===== config.mk =====
export PLATFORM = sky130hd
export DESIGN_NAME = gb_stream_source
export DESIGN_NICKNAME = d
export VERILOG_FILES = /design/src/rtl/gb_stream_pkg.sv /design/src/rtl/gb_stream_source_lfsr.sv /design/src/rtl/gb_stream_source.sv
export SDC_FILE = /design/constraint.sdc
export NUM_CORES = 1
export LEC_CHECK = 0
export CAP_MARGIN = 25
export CORE_MARGIN = 4
export CORE_UTILIZATION = 55
export DETAILED_ROUTE_END_ITERATION = 12
export HOLD_SLACK_MARGIN = 0.03
export PLACE_DENSITY = 0.81
export SETUP_SLACK_MARGIN = 0.2
export SYNTH_ARGS = -nofsm -noshare
export SYNTH_HDL_FRONTEND = slang
export SYNTH_SLANG_ARGS = --single-unit
export TNS_END_PERCENT = 50

===== constraint.sdc =====
create_clock -name clk -period 9.35 [get_ports clk]
set_clock_uncertainty 0.2 [all_clocks]
set_input_delay 1.87 -clock clk [delete_from_list [all_inputs] [get_ports clk]]
set_output_delay 1.87 -clock clk [all_outputs]
set_load 0.005 [all_outputs]

===== src/rtl/gb_stream_pkg.sv =====
// Shared types, constants and pattern helpers for the gb_stream_source pixel transmitter.
package gb_stream_pkg;

  localparam int unsigned GB_IMG_W     = 488;
  localparam int unsigned GB_IMG_H     = 648;
  localparam int unsigned GB_PIX_CNT_W = 19;
  localparam int unsigned GB_X_W       = 9;
  localparam int unsigned GB_Y_W       = 10;
  localparam logic [7:0]  GB_LFSR_TAPS = 8'hB8;

  typedef enum logic [1:0] {RAMP, LFSR, CONST, XOR} gb_pattern_e;

  typedef enum logic [1:0] {IDLE, SEND, GAP, DONE} gb_src_state_e;

  // A zero seed would lock the LFSR, so it is replaced by 0x01.
  function automatic logic [7:0] gb_lfsr_seed(input logic [7:0] s);
    return (s == 8'd0) ? 8'h01 : s;
  endfunction

  function automatic logic [7:0] gb_lfsr_step(input logic [7:0] s);
    return {s[6:0], ^(s & GB_LFSR_TAPS)};
  endfunction

  function automatic logic [7:0] gb_pixel(input gb_pattern_e pat,
                                          input logic [7:0]  seed,
                                          input logic [GB_X_W-1:0] x,
                                          input logic [GB_Y_W-1:0] y,
                                          input logic [7:0]  lfsr);
    logic [7:0] w_x8;
    logic [7:0] w_y8;
    w_x8 = 8'(x);
    w_y8 = 8'(y);
    case (pat)
      RAMP:    return w_x8 + w_y8 + seed;
      LFSR:    return lfsr;
      CONST:   return seed;
      default: return w_x8 ^ w_y8 ^ seed;
    endcase
  endfunction

endpackage


===== src/rtl/gb_stream_source_lfsr.sv =====
// 8-bit Fibonacci LFSR with synchronous load (zero seed substituted) and advance enable.
module gb_lfsr8
  import gb_stream_pkg::*;
(
  input  logic       clk,
  input  logic       rst_n,
  input  logic       i_load,
  input  logic [7:0] i_seed,
  input  logic       i_adv,
  output logic [7:0] o_state,
  output logic [7:0] o_next_c
);

  logic [7:0] r_state;

  assign o_state  = r_state;
  assign o_next_c = gb_lfsr_step(r_state);

  always_ff @(posedge clk or negedge rst_n) begin
    if (!rst_n) begin
      r_state <= 8'h01;
    end else if (i_load) begin
      r_state <= gb_lfsr_seed(i_seed);
    end else if (i_adv) begin
      r_state <= o_next_c;
    end
  end

endmodule


===== src/rtl/gb_stream_source.sv =====
// Raster-order 8-bit AXI-stream pixel source: one frame per start, selectable pattern,
// programmable idle gap after each beat.
module gb_stream_source
  import gb_stream_pkg::*;
#(
  parameter int unsigned IMG_W = GB_IMG_W,
  parameter int unsigned IMG_H = GB_IMG_H
) (
  input  logic                    clk,
  input  logic                    rst,
  input  logic                    start,
  input  logic [1:0]              pattern_sel,
  input  logic [7:0]              seed,
  input  logic [3:0]              gap,
  output logic [7:0]              arg_1_TDATA,
  output logic                    arg_1_TVALID,
  input  logic                    arg_1_TREADY,
  output logic                    busy,
  output logic                    done,
  output logic [GB_X_W-1:0]       pix_x,
  output logic [GB_Y_W-1:0]       pix_y,
  output logic [GB_PIX_CNT_W-1:0] pix_cnt
);

  localparam logic [GB_X_W-1:0] LAST_X = GB_X_W'(IMG_W - 1);
  localparam logic [GB_Y_W-1:0] LAST_Y = GB_Y_W'(IMG_H - 1);

  gb_src_state_e           r_state;
  gb_pattern_e             r_pat;
  logic [7:0]              r_seed;
  logic [3:0]              r_gap;
  logic [3:0]              r_gap_cnt;
  logic [GB_X_W-1:0]       r_x;
  logic [GB_Y_W-1:0]       r_y;
  logic [GB_PIX_CNT_W-1:0] r_cnt;
  logic [7:0]              r_tdata;
  logic                    r_tvalid;
  logic                    r_busy;
  logic                    r_done;

  logic                    w_start;
  logic                    w_beat;
  logic                    w_last;
  logic                    w_eol;
  logic [GB_X_W-1:0]       w_x_nxt;
  logic [GB_Y_W-1:0]       w_y_nxt;
  logic [7:0]              w_lfsr;
  logic [7:0]              w_lfsr_nxt;
  logic [7:0]              w_first_pix;
  logic [7:0]              w_next_pix;

  assign w_start = (r_state == IDLE) && start;
  assign w_beat  = r_tvalid && arg_1_TREADY;
  assign w_eol   = (r_x == LAST_X);
  assign w_last  = w_eol && (r_y == LAST_Y);
  assign w_x_nxt = w_eol ? '0 : r_x + GB_X_W'(1);
  assign w_y_nxt = w_eol ? r_y + GB_Y_W'(1) : r_y;

  // Pixel (0,0) comes straight from the inputs being latched on the start edge.
  assign w_first_pix = gb_pixel(gb_pattern_e'(pattern_sel), seed, '0, '0, gb_lfsr_seed(seed));
  assign w_next_pix  = gb_pixel(r_pat, r_seed, w_x_nxt, w_y_nxt, w_lfsr_nxt);

  gb_lfsr8 u_lfsr (
    .clk      (clk),
    .rst_n    (rst),
    .i_load   (w_start),
    .i_seed   (seed),
    .i_adv    (w_beat),
    .o_state  (w_lfsr),
    .o_next_c (w_lfsr_nxt)
  );

  always_ff @(posedge clk or negedge rst) begin
    if (!rst) begin
      r_state   <= IDLE;
      r_pat     <= RAMP;
      r_seed    <= 8'd0;
      r_gap     <= 4'd0;
      r_gap_cnt <= 4'd0;
      r_x       <= '0;
      r_y       <= '0;
      r_cnt     <= '0;
      r_tdata   <= 8'd0;
      r_tvalid  <= 1'b0;
      r_busy    <= 1'b0;
      r_done    <= 1'b0;
    end else begin
      r_done <= 1'b0;
      case (r_state)
        IDLE: begin
          if (start) begin
            r_state  <= SEND;
            r_pat    <= gb_pattern_e'(pattern_sel);
            r_seed   <= seed;
            r_gap    <= gap;
            r_x      <= '0;
            r_y      <= '0;
            r_cnt    <= '0;
            r_tdata  <= w_first_pix;
            r_tvalid <= 1'b1;
            r_busy   <= 1'b1;
          end
        end
        SEND: begin
          if (w_beat) begin
            r_cnt <= r_cnt + GB_PIX_CNT_W'(1);
            if (w_last) begin
              r_state  <= DONE;
              r_tvalid <= 1'b0;
              r_busy   <= 1'b0;
              r_done   <= 1'b1;
            end else begin
              r_x     <= w_x_nxt;
              r_y     <= w_y_nxt;
              r_tdata <= w_next_pix;
              if (r_gap != 4'd0) begin
                r_state   <= GAP;
                r_tvalid  <= 1'b0;
                r_gap_cnt <= r_gap;
              end
            end
          end
        end
        GAP: begin
          if (r_gap_cnt == 4'd1) begin
            r_state  <= SEND;
            r_tvalid <= 1'b1;
          end else begin
            r_gap_cnt <= r_gap_cnt - 4'd1;
          end
        end
        DONE: r_state <= IDLE;
        default: r_state <= IDLE;
      endcase
    end
  end

  assign arg_1_TDATA  = r_tdata;
  assign arg_1_TVALID = r_tvalid;
  assign busy         = r_busy;
  assign done         = r_done;
  assign pix_x        = r_x;
  assign pix_y        = r_y;
  assign pix_cnt      = r_cnt;

endmodule


==> impl_metrics.tcl <==
set metrics [dict create \
    min_path_type "register to register" \
    yosysSeqAreaShare 0.414 \
    htree_levels 3 \
    hold_violations 0 \
    synth-seq-cells 77 \
    first_pass_iters 5 \
    cts_buffers 9 \
    multi_input_area_mm2 0.00251 \
    path_clk_slew_ns 0.08 \
    status "complete, no violations" \
    syn_nets 563 \
    layout_setup_ws_ns 4.90 \
    worstSetupPathType "register to register" \
    use_met2 0.413 \
    cts_resized 0 \
    grt_use_total 0.249 \
    cts-root-buf "clkbuf_8" \
    finalSetupTns_ns 0 \
    grt_pass1_wl_um 19900 \
    whs_ns 0.278 \
    final_cell_count_no_fill 686 \
    io_pins 67 \
    postCtsSetupBuffers 0 \
    yosysWarnings 0 \
    crit_arrival_ns 4.47 \
    irDropWorstVdd_mv 0.132 \
    syn_inst 523 \
    synth_top_family_by_area "simple AND/OR/NAND/NOR gates" \
    use_met3 0.0313 \
    synth_xor_area_frac 0.0858 \
    synth_mux_area_frac 0.0307 \
    timing.final.crit_share 0.476 \
    fin_crit_ns 4.45 \
    grt_pass1_vias 3959 \
    worst_ep_required_time_ns 9.36 \
    vias_per_cell 5.97 \
    die_h_um 100 \
    antenna_found_initial 0 \
    synth_area_mm2 0.00465 \
    synth_top_area_frac 0.409 \
    synthAdderAreaFrac 0.0737 \
    clock_latency_ns 0.34 \
    antenna_cells 0 \
    drt-total-wl_um 11800 \
    drive_gt1_frac 0.0482 \
    syn_area_per_cell_um2 8.89 \
    drv_cap 0 \
    synth-edff-count 0 \
    vias 4093 \
    cts_num_sinks 77 \
    area_growth_pct 19.7 \
    synthArstFlopShare 1.00 \
    grt_util_met1 0.343 \
    first_iter_violations 278 \
    final_common_cell "dfrtp_1" \
    start_kind "register" \
    cts_buffer_depth 2 \
    synth_flop_cell "dfrtp_1" \
    crit_fanout 12 \
    slew_headroom 0.378 \
    cts_hold_buf 0 \
    synth-compound-area-share 0.152 \
    mostFrequentLayoutCells "dfrtp_1 (76), nand2_1 (72), clkdlybuf4s50_1 (65)" \
    seq_area_mm2 0.00193 \
    pwr_density_cell_mw_per_mm2 244 \
    globalplace.congestion 0.911 \
    drc 0 \
    rsz0062_at_grt "false" \
    synth_top_area_cell "dfrtp_1" \
    dpl.cell_count 669 \
    fp.dieArea_mm2 0.00999 \
    drtAntennaViolNets 0 \
    fmax_ghz 0.225 \
    slew_violations 0 \
    cts_tree "built" \
    setup_viol 0 \
    fp-row-count 33 \
    tightest_slew_ns 0.927 \
    wl_per_cell_um 17.2 \
    p_leak_nw 2.45 \
    portBuffers 66 \
    cp-end-kind "register" \
    grt-busiest-layer "met2" \
    yosys.area_share.simple 0.195 \
    die_x_um 100 \
    coreArea_mm2 0.00822 \
    dp_hpwl_um 8750 \
    grt_max_degree 78 \
    grt-ovfl-total 0 \
    nets 616 \
    fill_cells 663 \
    yosys.cell_types.count 53 \
    dp_slack_ns 4.79 \
    netlist_top_cells_area "dfrtp_1 (41%), o21ai_0 (6.2%), nand2_1 (5.8%)" \
    initial_utilization 0.566 \
]
-- worst max-delay path, stage by stage, from the launching register on --
cell and delay (ns):
dfrtp_1 0.43, ha_1 0.35, nand4_1 0.19, nor2_1 0.68, mux2i_1 0.37, fa_1 0.46, inv_1 0.09, ha_1 0.17
inv_1 0.05, fa_1 0.37, nand2b_1 0.19, nand3_1 0.10, a21oi_1 0.09, a31oi_1 0.18, nor2_1 0.05, a221oi_1 0.22
o21ai_0 0.13
-- power by group --
group | internal, mW | total (mW) | switching [mW]
Combinational | 0.267 | 0.602 | 0.335
Clock | 0.0970 | 0.221 | 0.124
Sequential | 0.422 | 0.537 | 0.114
Total | 0.787 | 1.36 | 0.573
-- logic make-up (layout without fill, tap and decap cells) --
family | after synthesis | in the layout
xor+xnor | 44 | 44
flops | 77 | 77
buf+inv | 56 | 114
simple gates | 192 | 192
fa+ha+maj | 22 | 22
compound gates | 119 | 119
mux | 13 | 13
-- routing by layer --
layer	up-vias	share of wire	wire, um
li1	1909	-	-
met1	2000	0.42	4910
met2	163	0.50	5890
met3	21	0.068	796
met4	0	0.015	172
met5	-	0	0
-- cell type report --
| class | instances | share of cell area |
|---|---|---|
| clock inverter | 5 | 0.00652 |
| multi-input combinational | 390 | 0.450 |
| timing repair buffer | 70 | 0.131 |
| sequential | 77 | 0.346 |
| tap | 105 | 0.0236 |
| inverter | 28 | 0.0189 |
| clock buffer | 11 | 0.0236 |
-- synthesized netlist by cell type, drive strengths merged, types with 2 or more instances --
cell type,instances
a211oi,4
a21o,3
a21oi,21
a221oi,2
a22oi,2
a31oi,4
and2,5
and3,8
and4,5
buf,14
clkbuf,14
dfrtp,76
fa,9
ha,13
inv,27
mux2i,12
nand2,72
nand2b,8
nand3,19
nand4,11
nor2,45
nor2b,4
nor3,7
nor4,2
o21ai,61
o31ai,10
o41ai,3
or2,2
xnor2,20
xor2,23
-- worst paths after layout --
path	start	end	slack [ns]	depth (start not counted)
max reg2reg	pix_x[0]	arg_1_TDATA[3]	4.90	16
min in group asynchronous	rst	pix_cnt[18]	1.16	1
max	pix_x[0]	arg_1_TDATA[3]	4.90	16
min	arg_1_TDATA[0]	arg_1_TDATA[0]	0.28	2
min reg2reg	arg_1_TDATA[0]	arg_1_TDATA[0]	0.28	2
max in group asynchronous	rst	u_lfsr.o_state[0]	7.17	2
-- per-stage QoR --
stage                     cell area [um^2]  total power, mW  utilization
after floorplan                       4650            0.915            -
after CTS                             5540             1.36        0.674
after detailed placement              5370             1.14        0.654
after global placement                5350             1.10        0.651
final                                 5570             1.36        0.678
after global routing                  5570             1.47        0.678
-- state kept, by name (all words and copies together), names as in the netlist, 4 cells and up --
name	cells
r_gap_cnt	4
arg_1_TDATA	8
pix_y	10
pix_cnt	19
pix_x	9
r_gap	4
r_seed	8
u_lfsr.o_state	8
No activity file was read; power rests on OpenSTA's default activity.
